**config.mk**
```make
export PLATFORM = sky130hd
export DESIGN_NAME = fmps_gather_n
export DESIGN_NICKNAME = d
export VERILOG_FILES = /design/src/rtl/fmps_pkg.sv /design/src/rtl/fmps_popcount.sv /design/src/rtl/fmps_gather_n.sv
export SDC_FILE = /design/constraint.sdc
export NUM_CORES = 1
export LEC_CHECK = 0
export CORE_MARGIN = 8
export CORE_UTILIZATION = 60
export DETAILED_ROUTE_END_ITERATION = 8
export DONT_BUFFER_PORTS = 1
export PLACE_DENSITY_LB_ADDON = 0.05
export SYNTH_ARGS = -nofsm -noshare
export SYNTH_HDL_FRONTEND = slang
export SYNTH_SLANG_ARGS = --single-unit
```
**constraint.sdc**
```tcl
create_clock -name sysClk -period 11.13 [get_ports sysClk]
set_input_delay 2.226 -clock sysClk [delete_from_list [all_inputs] [get_ports sysClk]]
set_output_delay 2.226 -clock sysClk [all_outputs]
set_load 0.01 [all_outputs]
```
**src/rtl/fmps_pkg.sv**
```systemverilog
// Shared constants, FSM encoding and link-slice helpers for the FMPS status gatherer.
package fmps_pkg;

  localparam int unsigned CODE_W = 2;
  localparam logic [CODE_W-1:0] ST_SUCCESS = 2'd0;

  typedef enum logic [1:0] {
    IDLE    = 2'd0,
    COLLECT = 2'd1,
    VALID   = 2'd2,
    TIMEOUT = 2'd3
  } fmps_state_e;

  // Low bit of link k's slice in a flattened per-link bus of w bits per link.
  function automatic int unsigned slice_lo(input int unsigned k, input int unsigned w);
    return k * w;
  endfunction

endpackage

```
**src/rtl/fmps_popcount.sv**
```systemverilog
// Combinational population count of a bitmap.
module fmps_popcount #(
  parameter int unsigned WIDTH = 32,
  parameter int unsigned CNT_W = $clog2(WIDTH + 1)
) (
  input  logic [WIDTH-1:0] data_i,
  output logic [CNT_W-1:0] count_c
);

  always_comb begin
    count_c = '0;
    for (int unsigned i = 0; i < WIDTH; i++) begin
      count_c = count_c + CNT_W'(data_i[i]);
    end
  end

endmodule

```
**src/rtl/fmps_gather_n.sv**
```systemverilog
// Gathers per-FA-cycle FMPS success statuses from several links into bitmaps and
// flags completion (count reached) or timeout (µs timer reached limit).
module fmps_gather_n
  import fmps_pkg::*;
#(
  parameter int unsigned NUM_LINKS   = 2,
  parameter int unsigned INDEX_WIDTH = 5,
  parameter int unsigned SYSCLK_RATE = 100000000,
  parameter int unsigned TIMER_WIDTH = 8
) (
  input  logic                             sysClk,
  input  logic                             sysResetN,
  input  logic                             FAstrobe,
  input  logic [INDEX_WIDTH:0]             expectedCount,
  input  logic [TIMER_WIDTH-1:0]           timeoutLimit,
  input  logic [NUM_LINKS-1:0]             linkMask,
  input  logic                             completeOnEnabled,
  input  logic [NUM_LINKS-1:0]             statusValid,
  input  logic [CODE_W*NUM_LINKS-1:0]      statusCode,
  input  logic [NUM_LINKS*INDEX_WIDTH-1:0] statusIndex,
  input  logic [NUM_LINKS-1:0]             statusEnabled,
  output logic [(1<<INDEX_WIDTH)-1:0]      bitmapAll,
  output logic [(1<<INDEX_WIDTH)-1:0]      bitmapEnabled,
  output logic [(1<<INDEX_WIDTH)-1:0]      bitmapAllSnapshot,
  output logic [(1<<INDEX_WIDTH)-1:0]      bitmapEnabledSnapshot,
  output logic                             readoutActive,
  output logic                             readoutValid,
  output logic                             fmpsEnabled,
  output logic                             timeoutStrobe,
  output logic [TIMER_WIDTH-1:0]           readoutTime,
  output logic [2:0]                       seqno,
  output logic [NUM_LINKS-1:0]             linkErrorStrobe
);

  localparam int unsigned NB      = 1 << INDEX_WIDTH;
  localparam int unsigned CNT_W   = INDEX_WIDTH + 1;
  localparam int unsigned DIV_MAX = SYSCLK_RATE / 1000000 - 1;
  localparam int unsigned DIV_W   = (DIV_MAX > 0) ? $clog2(DIV_MAX + 1) : 1;

  fmps_state_e            state_q, state_d;
  logic [NB-1:0]          all_q, all_d, en_q, en_d;
  logic [NB-1:0]          all_snap_q, all_snap_d, en_snap_q, en_snap_d;
  logic [TIMER_WIDTH-1:0] timer_q, timer_d, rtime_q, rtime_d;
  logic [DIV_W-1:0]       div_q, div_d;
  logic                   active_q, active_d, valid_q, valid_d;
  logic                   fmps_en_q, fmps_en_d, tstrobe_q, tstrobe_d;
  logic [2:0]             seq_q, seq_d;
  logic [NUM_LINKS-1:0]   lerr_q, lerr_d;

  logic [NB-1:0]          set_all, set_en;
  logic [CNT_W-1:0]       count_all, count_en, count_sel;
  logic                   complete, timeout_hit;
  logic [INDEX_WIDTH-1:0] idx;
  logic [CODE_W-1:0]      code;

  fmps_popcount #(.WIDTH(NB), .CNT_W(CNT_W)) u_pop_all (.data_i(all_q), .count_c(count_all));
  fmps_popcount #(.WIDTH(NB), .CNT_W(CNT_W)) u_pop_en  (.data_i(en_q),  .count_c(count_en));

  // Per-link decode: OR-merge every accepted success so coincident strobes all land.
  always_comb begin
    set_all = '0;
    set_en  = '0;
    lerr_d  = '0;
    idx     = '0;
    code    = '0;
    for (int unsigned k = 0; k < NUM_LINKS; k++) begin
      idx  = statusIndex[slice_lo(k, INDEX_WIDTH) +: INDEX_WIDTH];
      code = statusCode[slice_lo(k, CODE_W) +: CODE_W];
      lerr_d[k] = statusValid[k] && (code != ST_SUCCESS);
      if (statusValid[k] && !linkMask[k] && (code == ST_SUCCESS)) begin
        set_all[idx] = 1'b1;
        if (statusEnabled[k]) set_en[idx] = 1'b1;
      end
    end
  end

  assign count_sel   = completeOnEnabled ? count_en : count_all;
  assign complete    = (count_sel == expectedCount);
  assign timeout_hit = (timeoutLimit != '0) && (timer_q == timeoutLimit);

  // Next-state and output logic; FAstrobe overrides everything else.
  always_comb begin
    state_d    = state_q;
    all_d      = all_q;
    en_d       = en_q;
    all_snap_d = all_snap_q;
    en_snap_d  = en_snap_q;
    timer_d    = timer_q;
    div_d      = div_q;
    valid_d    = valid_q;
    fmps_en_d  = fmps_en_q;
    rtime_d    = rtime_q;
    seq_d      = seq_q;
    tstrobe_d  = 1'b0;

    if (FAstrobe) begin
      state_d    = COLLECT;
      all_snap_d = all_q;
      en_snap_d  = en_q;
      all_d      = '0;
      en_d       = '0;
      timer_d    = '0;
      valid_d    = 1'b0;
      div_d      = DIV_W'(DIV_MAX);
    end else if (state_q == COLLECT) begin
      all_d = all_q | set_all;
      en_d  = en_q | set_en;
      if (div_q == '0) begin
        div_d = DIV_W'(DIV_MAX);
        if (timer_q != {TIMER_WIDTH{1'b1}}) timer_d = timer_q + TIMER_WIDTH'(1);
      end else begin
        div_d = div_q - DIV_W'(1);
      end
      if (complete) begin
        state_d   = VALID;
        valid_d   = 1'b1;
        fmps_en_d = (count_en == expectedCount);
        rtime_d   = timer_q;
        seq_d     = seq_q + 3'd1;
      end else if (timeout_hit) begin
        state_d   = TIMEOUT;
        fmps_en_d = 1'b0;
        rtime_d   = timer_q;
        tstrobe_d = 1'b1;
      end
    end

    active_d = (state_d == COLLECT);
  end

  always_ff @(posedge sysClk or negedge sysResetN) begin
    if (!sysResetN) begin
      state_q    <= IDLE;
      all_q      <= '0;
      en_q       <= '0;
      all_snap_q <= '0;
      en_snap_q  <= '0;
      timer_q    <= '0;
      div_q      <= '0;
      active_q   <= 1'b0;
      valid_q    <= 1'b0;
      fmps_en_q  <= 1'b0;
      tstrobe_q  <= 1'b0;
      rtime_q    <= '0;
      seq_q      <= '0;
      lerr_q     <= '0;
    end else begin
      state_q    <= state_d;
      all_q      <= all_d;
      en_q       <= en_d;
      all_snap_q <= all_snap_d;
      en_snap_q  <= en_snap_d;
      timer_q    <= timer_d;
      div_q      <= div_d;
      active_q   <= active_d;
      valid_q    <= valid_d;
      fmps_en_q  <= fmps_en_d;
      tstrobe_q  <= tstrobe_d;
      rtime_q    <= rtime_d;
      seq_q      <= seq_d;
      lerr_q     <= lerr_d;
    end
  end

  assign bitmapAll             = all_q;
  assign bitmapEnabled         = en_q;
  assign bitmapAllSnapshot     = all_snap_q;
  assign bitmapEnabledSnapshot = en_snap_q;
  assign readoutActive         = active_q;
  assign readoutValid          = valid_q;
  assign fmpsEnabled           = fmps_en_q;
  assign timeoutStrobe         = tstrobe_q;
  assign readoutTime           = rtime_q;
  assign seqno                 = seq_q;
  assign linkErrorStrobe       = lerr_q;

endmodule

```
==> results.cfg, run 1 <==
[status]
status = finished, final reports clean

[placement]
dp_hpwl_um = 15970
io_buffer_count = 0
placed_area_sq_um = 8925
gp_congestion = 0.8747

[sta]
report.final.slew_viol_count = 0
worst_pin_slew_ns = 0.7487
hold_viol_final = 0
rsz0062_at_grt = no
period_share = 0.6054
period_needed_ns = 6.738
maxSlewHeadroom = 0.5009
max_freq_mhz = 148.4
fin_skew_ns = 0.007455
setup_violations = 0
totalNegativeSetupSlack_ns = 0

[synthesis]
synth_area_leaders = dfrtp_1, fa_1, mux2_2
synth-seq-area-share = 0.4576
syn_area_sq_um = 8858
synth_edf_count = 0
synth_seq_cells = 162
synth_largest_area_cell = dfrtp_1
postSynthCellCount = 822
mappedNetlistNets = 928
ys_types = 48
ys_warn_count = 0
ys.flop_type = dfrtp_1
avgSynthCellArea_sq_um = 10.78
synth_top_area_share = 0.4576
async_flop_share = 1.000

[finish]
drive_above_1_share = 0.1370
fillCellCount = 1139
multi_input_area_sq_um = 4310
synthToLayoutAreaGrowth_pct = 6.907
fin_nets = 905
seqCellArea_sq_um = 4054
antenna_cells = 0
layout.cell_area.non_filler_sq_um = 9470

[pwr]
cellLeakagePower_uw = 0.004411
sw_frac_of_total = 0.2211
pwr-share-comb = 0.041
power.density_nw_per_um2 = 127.0
clkPwrFrac = 0.453
power_frac_seq = 0.506
ir_drop_uv = 107.2
p_switching_uw = 265.9
p_int_uw = 936.8

[clock_tree]
numCtsBuffers = 17
clock_path_buffers = 2
htree_levels = 4
cts_hold_buf = 0
ctsResizeCount = 0
cts_root_buf = clkbuf_16
cts.sinks = 162
cts_setup_buffers = 0
clk_pin_slew_worst_paths_ns = 0.06
clk_latency_ns = 0.42
cts_tree = built

[detailed_routing]
wl_per_cell_um = 22.21
wirelength_um = 22070
dr.pass1.iters = 6
drc = 0
viasPerCell = 6.239
drt_iter0_drc = 699
vias = 6202
ant_nets = 0

[setup_path]
crit_path_end_kind = register
crit_required_ns = 11.43
cp_max_fo = 9
setup.worst_path.class = reg -> reg
critPathLaunchType = register
cp.arrival_ns = 7.04

[global_route]
grt_pass1_vias = 6252
grt_pass1_wl_um = 34800
grt_overflow = 0
antenna_found_initial = 0
grt_usage = 0.2388
grt_max_degree = 163

[die]
die-area_sq_um = 18910
initial_core_util = 0.6118
core_area_sq_um = 14480
die_x_um = 137.5
io-pin-count = 183
die_h_um = 137.5
rows = 44

[min_path]
hold_class = reg -> reg

[job]
drv_cap = 0
## synthesized netlist by cell type (9+ instances only)
| cell type | instances |
|---|---|
| a21oi_1 | 75 |
| clkbuf_1 | 36 |
| dfrtp_1 | 162 |
| fa_1 | 48 |
| ha_1 | 20 |
| inv_1 | 86 |
| mux2_2 | 73 |
| nand2_1 | 18 |
| nand3_1 | 18 |
| nand3b_1 | 18 |
| nor2_1 | 81 |
| o21ai_0 | 9 |
| o22ai_1 | 65 |
| xnor2_1 | 13 |
| xor2_1 | 18 |
## cells in the final DEF, fill, tap and decap left out, types with 4 or more instances in the layout
cell       instances
nor3b_1            8
nand2_1           18
clkbuf_16         17
nor3_1             6
or3_1              6
ha_1              20
xor2_1            18
nand3_1           18
xnor2_1           13
nand2b_1           7
mux2i_1            5
nand4_1            4
mux2_2            73
inv_1             86
dfrtp_1          162
nand3b_1          18
o21ai_0            9
fa_1              48
o22ai_1           65
nor2_1            81
a21oi_1           75
## per-stage QoR
stage / hold slack [ns] / setup slack (ns) / cells / util / total power (uW)
floorplan: 0.4652 / 4.769 / 822 / - / 668.3
global placement: 0.4863 / 4.454 / 964 / 0.6164 / 665.2
detailed placement: 0.5064 / 4.343 / 964 / 0.6164 / 667.9
CTS: 0.5186 / 4.326 / 994 / 0.6541 / 1211
global route: 0.5340 / 4.080 / 994 / 0.6541 / 1242
finish: 0.5136 / 4.392 / 994 / 0.6541 / 1203
## worst paths after layout
| path | depth (start not counted) | slack, ns | to | start |
|---|---|---|---|---|
| worst max-delay path | 19 | 4.39 | readoutTime[6]$_DFFE_PN0P_ | bitmapEnabled[0]$_DFFE_PN0P_ |
| worst min-delay path | 1 | 0.51 | state_q[0]$_DFF_PN0_ | state_q[0]$_DFF_PN0_ |
| worst max register to register | 19 | 4.39 | readoutTime[6]$_DFFE_PN0P_ | bitmapEnabled[0]$_DFFE_PN0P_ |
| worst min register to register | 1 | 0.51 | state_q[0]$_DFF_PN0_ | state_q[0]$_DFF_PN0_ |
| max in group asynchronous | 0 | 9.27 | bitmapAll[25]$_DFFE_PN0P_ | sysResetN |
| min in group asynchronous | 0 | 1.50 | readoutValid$_DFFE_PN0P_ | sysResetN |
## kinds of logic (layout without fill, tap and decap cells)
kind of cell / Yosys count / count (layout) / synth area share
AOI/OAI and AO/OA: 169 / 169 / 0.1137
xor gates and xnor gates: 31 / 31 / 0.03065
adders and majority gates: 68 / 68 / 0.1367
buffers and inverters: 129 / 117 / 0.05664
DFF: 162 / 162 / 0.4576
muxes: 78 / 78 / 0.09845
and+or+nand+nor: 185 / 185 / 0.1062
## worst max-delay path: stages (launching register included)
cell	delay [ns]
dfrtp_1	0.45
ha_1	0.31
inv_1	0.04
fa_1	0.48
inv_1	0.06
fa_1	0.54
fa_1	0.45
fa_1	0.50
fa_1	0.51
inv_1	0.05
fa_1	0.46
fa_1	0.39
inv_1	0.10
fa_1	0.45
mux2i_1	0.19
xnor2_1	0.10
or4_4	0.49
a2111oi_4	0.49
a21oi_2	0.25
mux2_2	0.33
## layout make-up
cell class                 count  area share
tap                          184     0.02431
clock inverter                 9    0.008984
timing repair buffer           1   0.0007927
inverter                      86     0.03409
sequential                   162      0.4281
multi-input combinational    531      0.4551
clock buffer                  21     0.04862
## routing by layer
metal	wire, um	share of wire	vias to the layer above	track usage
met5	0	0	-	0
met4	363	0.016	0	0.07483
met3	2584	0.12	29	0.08388
met2	10320	0.47	314	0.3566
met1	8802	0.40	3096	0.3207
li1	-	-	2763	-
## power groups by stage
stage | sequential (uW) | combinational [uW] | clock (uW)
after floorplan | 616 | 52.6 | 0
after global placement | 618 | 46.7 | 0
after detailed placement | 619 | 49.0 | 0
after CTS | 608 | 49.2 | 554
after global routing | 609 | 54.7 | 578
final | 608 | 49.6 | 545
## registers in the layout, summed over array words and instances, names as in the netlist, 2 cells and up
register / count
div_q: 7
state_q: 2
seqno: 3
bitmapEnabled: 32
bitmapEnabledSnapshot: 32
bitmapAllSnapshot: 32
bitmapAll: 32
readoutTime: 8
timer_q: 8
linkErrorStrobe: 2
(Power assumes the default switching activity.)
==> run 2: changes to the inputs <==
==> constraint.sdc (replaced) <==
create_clock -name sysClk -period 6.3 [get_ports sysClk]
set_input_delay 1.26 -clock sysClk [delete_from_list [all_inputs] [get_ports sysClk]]
set_output_delay 1.26 -clock sysClk [all_outputs]
set_load 0.01 [all_outputs]
==> results.cfg, run 2 (synthesized netlist as in run 1, its figures left out) <==
[status]
status = finished, final reports clean

[detailed_routing]
drt_iter0_drc = 695
drc = 0
vias = 6361
wirelength_um = 22540
dr.pass1.iters = 5
ant_nets = 0
viasPerCell = 6.224
wl_per_cell_um = 22.06

[placement]
io_buffer_count = 0
gp_congestion = 0.9263
dp_hpwl_um = 16200

[global_route]
grt_max_degree = 163
grt_usage = 0.2429
antenna_found_initial = 0
grt_overflow = 0
grt_pass1_wl_um = 35250
grt_pass1_vias = 6379

[sta]
max_freq_mhz = 160.2
hold_viol_final = 0
fin_hold_ws_ns = 0.5214
report.final.slew_viol_count = 0
fin_skew_ns = 0.01035
rsz0062_at_grt = yes
worst_pin_slew_ns = 1.012
maxSlewHeadroom = 0.3203
setup_violations = 0
period_needed_ns = 6.242
totalNegativeSetupSlack_ns = 0
period_share = 0.9907

[pwr]
sw_frac_of_total = 0.2284
cellLeakagePower_uw = 0.004580
pwr-share-comb = 0.041
clkPwrFrac = 0.471
p_int_uw = 1696
power.density_nw_per_um2 = 224.9
ir_drop_uv = 185.1
power_frac_seq = 0.488
p_switching_uw = 502.1

[clock_tree]
clk_pin_slew_worst_paths_ns = 0.07
cts_root_buf = clkbuf_16
cts_tree = built
numCtsBuffers = 17
clock_path_buffers = 2
clk_latency_ns = 0.44
htree_levels = 4
cts.sinks = 162

[die]
rows = 44
core_area_sq_um = 14480
die_x_um = 137.5
initial_core_util = 0.6118
die-area_sq_um = 18910
io-pin-count = 183
die_h_um = 137.5

[finish]
fin_nets = 932
synthToLayoutAreaGrowth_pct = 10.32
drive_above_1_share = 0.1778
final_common_cell = dfrtp_1
final_cell_mix = dfrtp_1, inv_1, nor2_1, a21oi_1, mux2_2
fin_util = 0.6750
antenna_cells = 0

[setup_path]
cp.arrival_ns = 6.55
r2r_cells = 21
cp_max_fo = 5
setup.worst_path.class = reg -> reg
crit_path_end_kind = register
crit_required_ns = 6.61
critPathLaunchType = register

[job]
drv_cap = 0

[min_path]
hold_class = in -> async
==> run 2: critical path, stage by stage, from the launching register on <==
cell and delay, ns:
dfrtp_1 0.39, ha_1 0.28, inv_1 0.05, fa_1 0.48
inv_1 0.05, fa_1 0.46, fa_1 0.51, fa_1 0.44
fa_1 0.51, inv_1 0.05, fa_1 0.50, fa_2 0.21
inv_2 0.04, fa_2 0.34, xor2_1 0.18, mux2i_1 0.19
xnor2_1 0.09, or4_4 0.49, a2111oi_4 0.21, buf_6 0.18
a21oi_4 0.10, mux2_4 0.35
==> run 2: layout make-up <==
class | instances | area (sq um)
Multi-Input combinational cell | 532 | 4367
Inverter | 86 | 322.8
Fill cell | 1089 | 4706
Tap cell | 184 | 230.2
Clock inverter | 13 | 150.1
Clock buffer | 18 | 439.2
Sequential cell | 162 | 4054
Timing Repair Buffer | 27 | 210.2
==> run 2: timing repair <==
action                                  4_1_cts  5_1_grt
hold buffers                                  0        0
cloned                                        1        0
pin swaps                                    14        4
endpoints found under the hold margin         0        0
setup buffers                                 5        3
endpoints found under the setup margin        8       17
gates resized for setup                      12        3
==> run 2: power by group through the flow <==
stage,clock [uW],combinational (uW),sequential (uW)
6_report,1040,89.5,1070
5_1_grt,1090,97.9,1080
4_1_cts,1050,88.6,1070
3_5_place_dp,0,86.8,1090
3_3_place_gp,0,83.5,1090
2_1_floorplan,0,93.0,1090
==> run 2: routing by layer <==
layer	GRT usage	routed length, um	vias to the layer above
met5	0	0	-
met4	0.06940	386	0
met3	0.08716	2465	40
met2	0.3849	10900	292
met1	0.3080	8793	3197
li1	-	-	2832
==> run 2: final timing paths <==
path,start,slack (ns),endpoint
setup / recovery,bitmapAll[0]$_DFFE_PN0P_,0.06,readoutTime[6]$_DFFE_PN0P_
hold / removal,sysResetN,0.52,bitmapAllSnapshot[26]$_DFFE_PN0P_
setup reg to reg,bitmapAll[0]$_DFFE_PN0P_,0.06,readoutTime[6]$_DFFE_PN0P_
hold reg to reg,div_q[1]$_DFFE_PN0P_,0.52,div_q[1]$_DFFE_PN0P_
max in group asynchronous,sysResetN,5.56,bitmapEnabledSnapshot[4]$_DFFE_PN0P_
min in group sysClk,div_q[1]$_DFFE_PN0P_,0.52,div_q[1]$_DFFE_PN0P_
==> run 2: metrics by stage <==
step	area [sq um]	worst slack (ns)	instances	total power, uW
2_1_floorplan	8859	0.06666	822	1181
3_5_place_dp	9060	-0.1265	982	1180
4_1_cts	9743	-0.02249	1019	2213
3_3_place_gp	9060	-0.01499	982	1176
6_report	9773	0.05846	1022	2198
5_1_grt	9773	-0.1457	1022	2267
==> run 3: changes to the inputs <==
--- a/config.mk
+++ b/config.mk
@@ -5,6 +5,7 @@
 export SDC_FILE = /design/constraint.sdc
 export NUM_CORES = 1
 export LEC_CHECK = 0
+export CAP_MARGIN = 15
 export CORE_MARGIN = 8
 export CORE_UTILIZATION = 60
 export DETAILED_ROUTE_END_ITERATION = 8
==> constraint.sdc (replaced) <==
create_clock -name sysClk -period 6.3 [get_ports sysClk]
set_input_delay 1.26 -clock sysClk [delete_from_list [all_inputs] [get_ports sysClk]]
set_output_delay 1.26 -clock sysClk [all_outputs]
set_load 0.1 [all_outputs]
==> results.cfg, run 3 (synthesized netlist as in run 1, its figures left out) <==
[placement]
io_buffer_count = 0
dp_hpwl_um = 16740
gp_congestion = 0.9851
place_inst = 1024

[setup_path]
critPathLaunchType = register
r2r_cells = 20
r2r_slack_ns = 0.03
setup.worst_path.class = reg -> reg
cp_max_fo = 5
regToRegEndpoint = readoutTime[6]$_DFFE_PN0P_
crit_required_ns = 6.61
rr_startpoint = bitmapAll[0]$_DFFE_PN0P_
cp.arrival_ns = 6.58
crit_path_end_kind = register
worstSetupStartpoint = bitmapAll[0]$_DFFE_PN0P_

[sta]
setup_violations = 0
worst_pin_slew_ns = 1.076
fin_skew_ns = 0.008510
period_share = 0.9954
max_freq_mhz = 159.5
rsz0062_at_grt = yes
hold_viol_final = 0
fin_hold_ws_ns = 0.5246
maxSlewHeadroom = 0.2829
report.final.slew_viol_count = 0
period_needed_ns = 6.271

[clock_tree]
htree_levels = 4
clock_path_buffers = 2
cts_root_buf = clkbuf_16
cts_tree = built
cts_hold_buf = 0
cts.sinks = 162
clk_pin_slew_worst_paths_ns = 0.07
numCtsBuffers = 17
clk_latency_ns = 0.43

[status]
status = finished, final reports clean

[detailed_routing]
viasPerCell = 6.124
wl_per_cell_um = 21.90
drt_iter0_drc = 613
dr.pass1.iters = 5
ant_nets = 0
wirelength_um = 23220
drc = 0
vias = 6491

[die]
io-pin-count = 183
die_x_um = 137.5
initial_core_util = 0.6118
core_area_sq_um = 14480
die-area_sq_um = 18910
die_h_um = 137.5
rows = 44

[global_route]
grt_pass1_wl_um = 36350
grt_max_degree = 163
grt_pass1_vias = 6622
grt_overflow = 0
antenna_found_initial = 0
grt_usage = 0.2511

[pwr]
power.density_nw_per_um2 = 223.8
ir_drop_uv = 183.6
cellLeakagePower_uw = 0.004727

[finish]
fin_nets = 969
final_common_cell = dfrtp_1
antenna_cells = 0
drive_above_1_share = 0.2534
final_cell_mix = dfrtp_1, inv_1, nor2_1, a21oi_1, mux2_2
stdcell_count = 1060
synthToLayoutAreaGrowth_pct = 14.35

[min_path]
hold_class = in -> async

[job]
drv_cap = 0
==> run 3: cell count changes in the layout (fill, tap and decap cells not counted), sizes merged <==
cell / delta
clkinvlp: +1
clkbuf: +3
buf: +37
inv: -3
==> run 3: through the flow <==
stage / TNS, ns / util / area, sq um / power [uW] / worst slack, ns
after floorplan: -0.4617 / - / 8962 / 1238 / -0.07466
after global placement: 0 / 0.6547 / 9479 / 1235 / 0.01032
after detailed placement: -0.4188 / 0.6547 / 9479 / 1239 / -0.06318
after CTS: 0 / 0.6975 / 10100 / 2281 / 0.004294
after global routing: -1.082 / 0.6996 / 10130 / 2333 / -0.1335
final: 0 / 0.6996 / 10130 / 2267 / 0.02918
==> run 3: report_power, final <==
part	switching (uW)	total [uW]	internal, uW
clock	428	1050	617
sequential	65.8	1120	1050
combinational	58.2	103	44.6
==> run 3: how the worst max path moves through the flow <==
stage | slack (ns) | cells after the start | to
after global routing | -0.13 | 20 | readoutTime[6]$_DFFE_PN0P_
after CTS | 0.004 | 20 | readoutTime[6]$_DFFE_PN0P_
after floorplan | -0.07 | 19 | readoutTime[0]$_DFFE_PN0P_
after detailed placement | -0.06 | 19 | readoutTime[0]$_DFFE_PN0P_
after global placement | 0.01 | 19 | readoutTime[0]$_DFFE_PN0P_
final | 0.03 | 20 | readoutTime[6]$_DFFE_PN0P_
==> run 3: critical path, stage by stage (launching register included) <==
cell	delay [ns]
dfrtp_4	0.49
ha_4	0.27
inv_2	0.03
fa_1	0.48
inv_1	0.05
fa_1	0.48
fa_1	0.52
fa_1	0.44
fa_1	0.51
inv_1	0.05
fa_1	0.45
fa_2	0.36
inv_2	0.06
fa_2	0.41
mux2i_1	0.18
xnor2_1	0.09
or4_4	0.43
a2111oi_4	0.21
buf_6	0.18
a21oi_4	0.10
mux2_4	0.35
==> run 3: layer usage <==
| metal | GRT usage | routed length [um] | up-vias |
|---|---|---|---|
| met2 | 0.3949 | 10920 | 295 |
| met3 | 0.07877 | 2219 | 45 |
| li1 | - | - | 2906 |
| met5 | 0 | 0 | - |
| met4 | 0.1110 | 697 | 0 |
| met1 | 0.3132 | 9379 | 3245 |
==> run 3: cell type report <==
cell class / instances / area, sq um
timing repair buffer: 64 / 484.2
clock inverter: 11 / 127.6
inverter: 86 / 322.8
tap: 184 / 230.2
sequential: 162 / 4104
fill: 1055 / 4349
clock buffer: 21 / 470.5
multi-input combinational: 532 / 4390
==> run 3: repair_timing <==
item,CTS,global route
gates resized for setup,4,3
setup endpoints to repair,11,14
hold endpoints to repair,0,0
gates cloned,1,0
buffers inserted,1,2
pin swaps,2,2
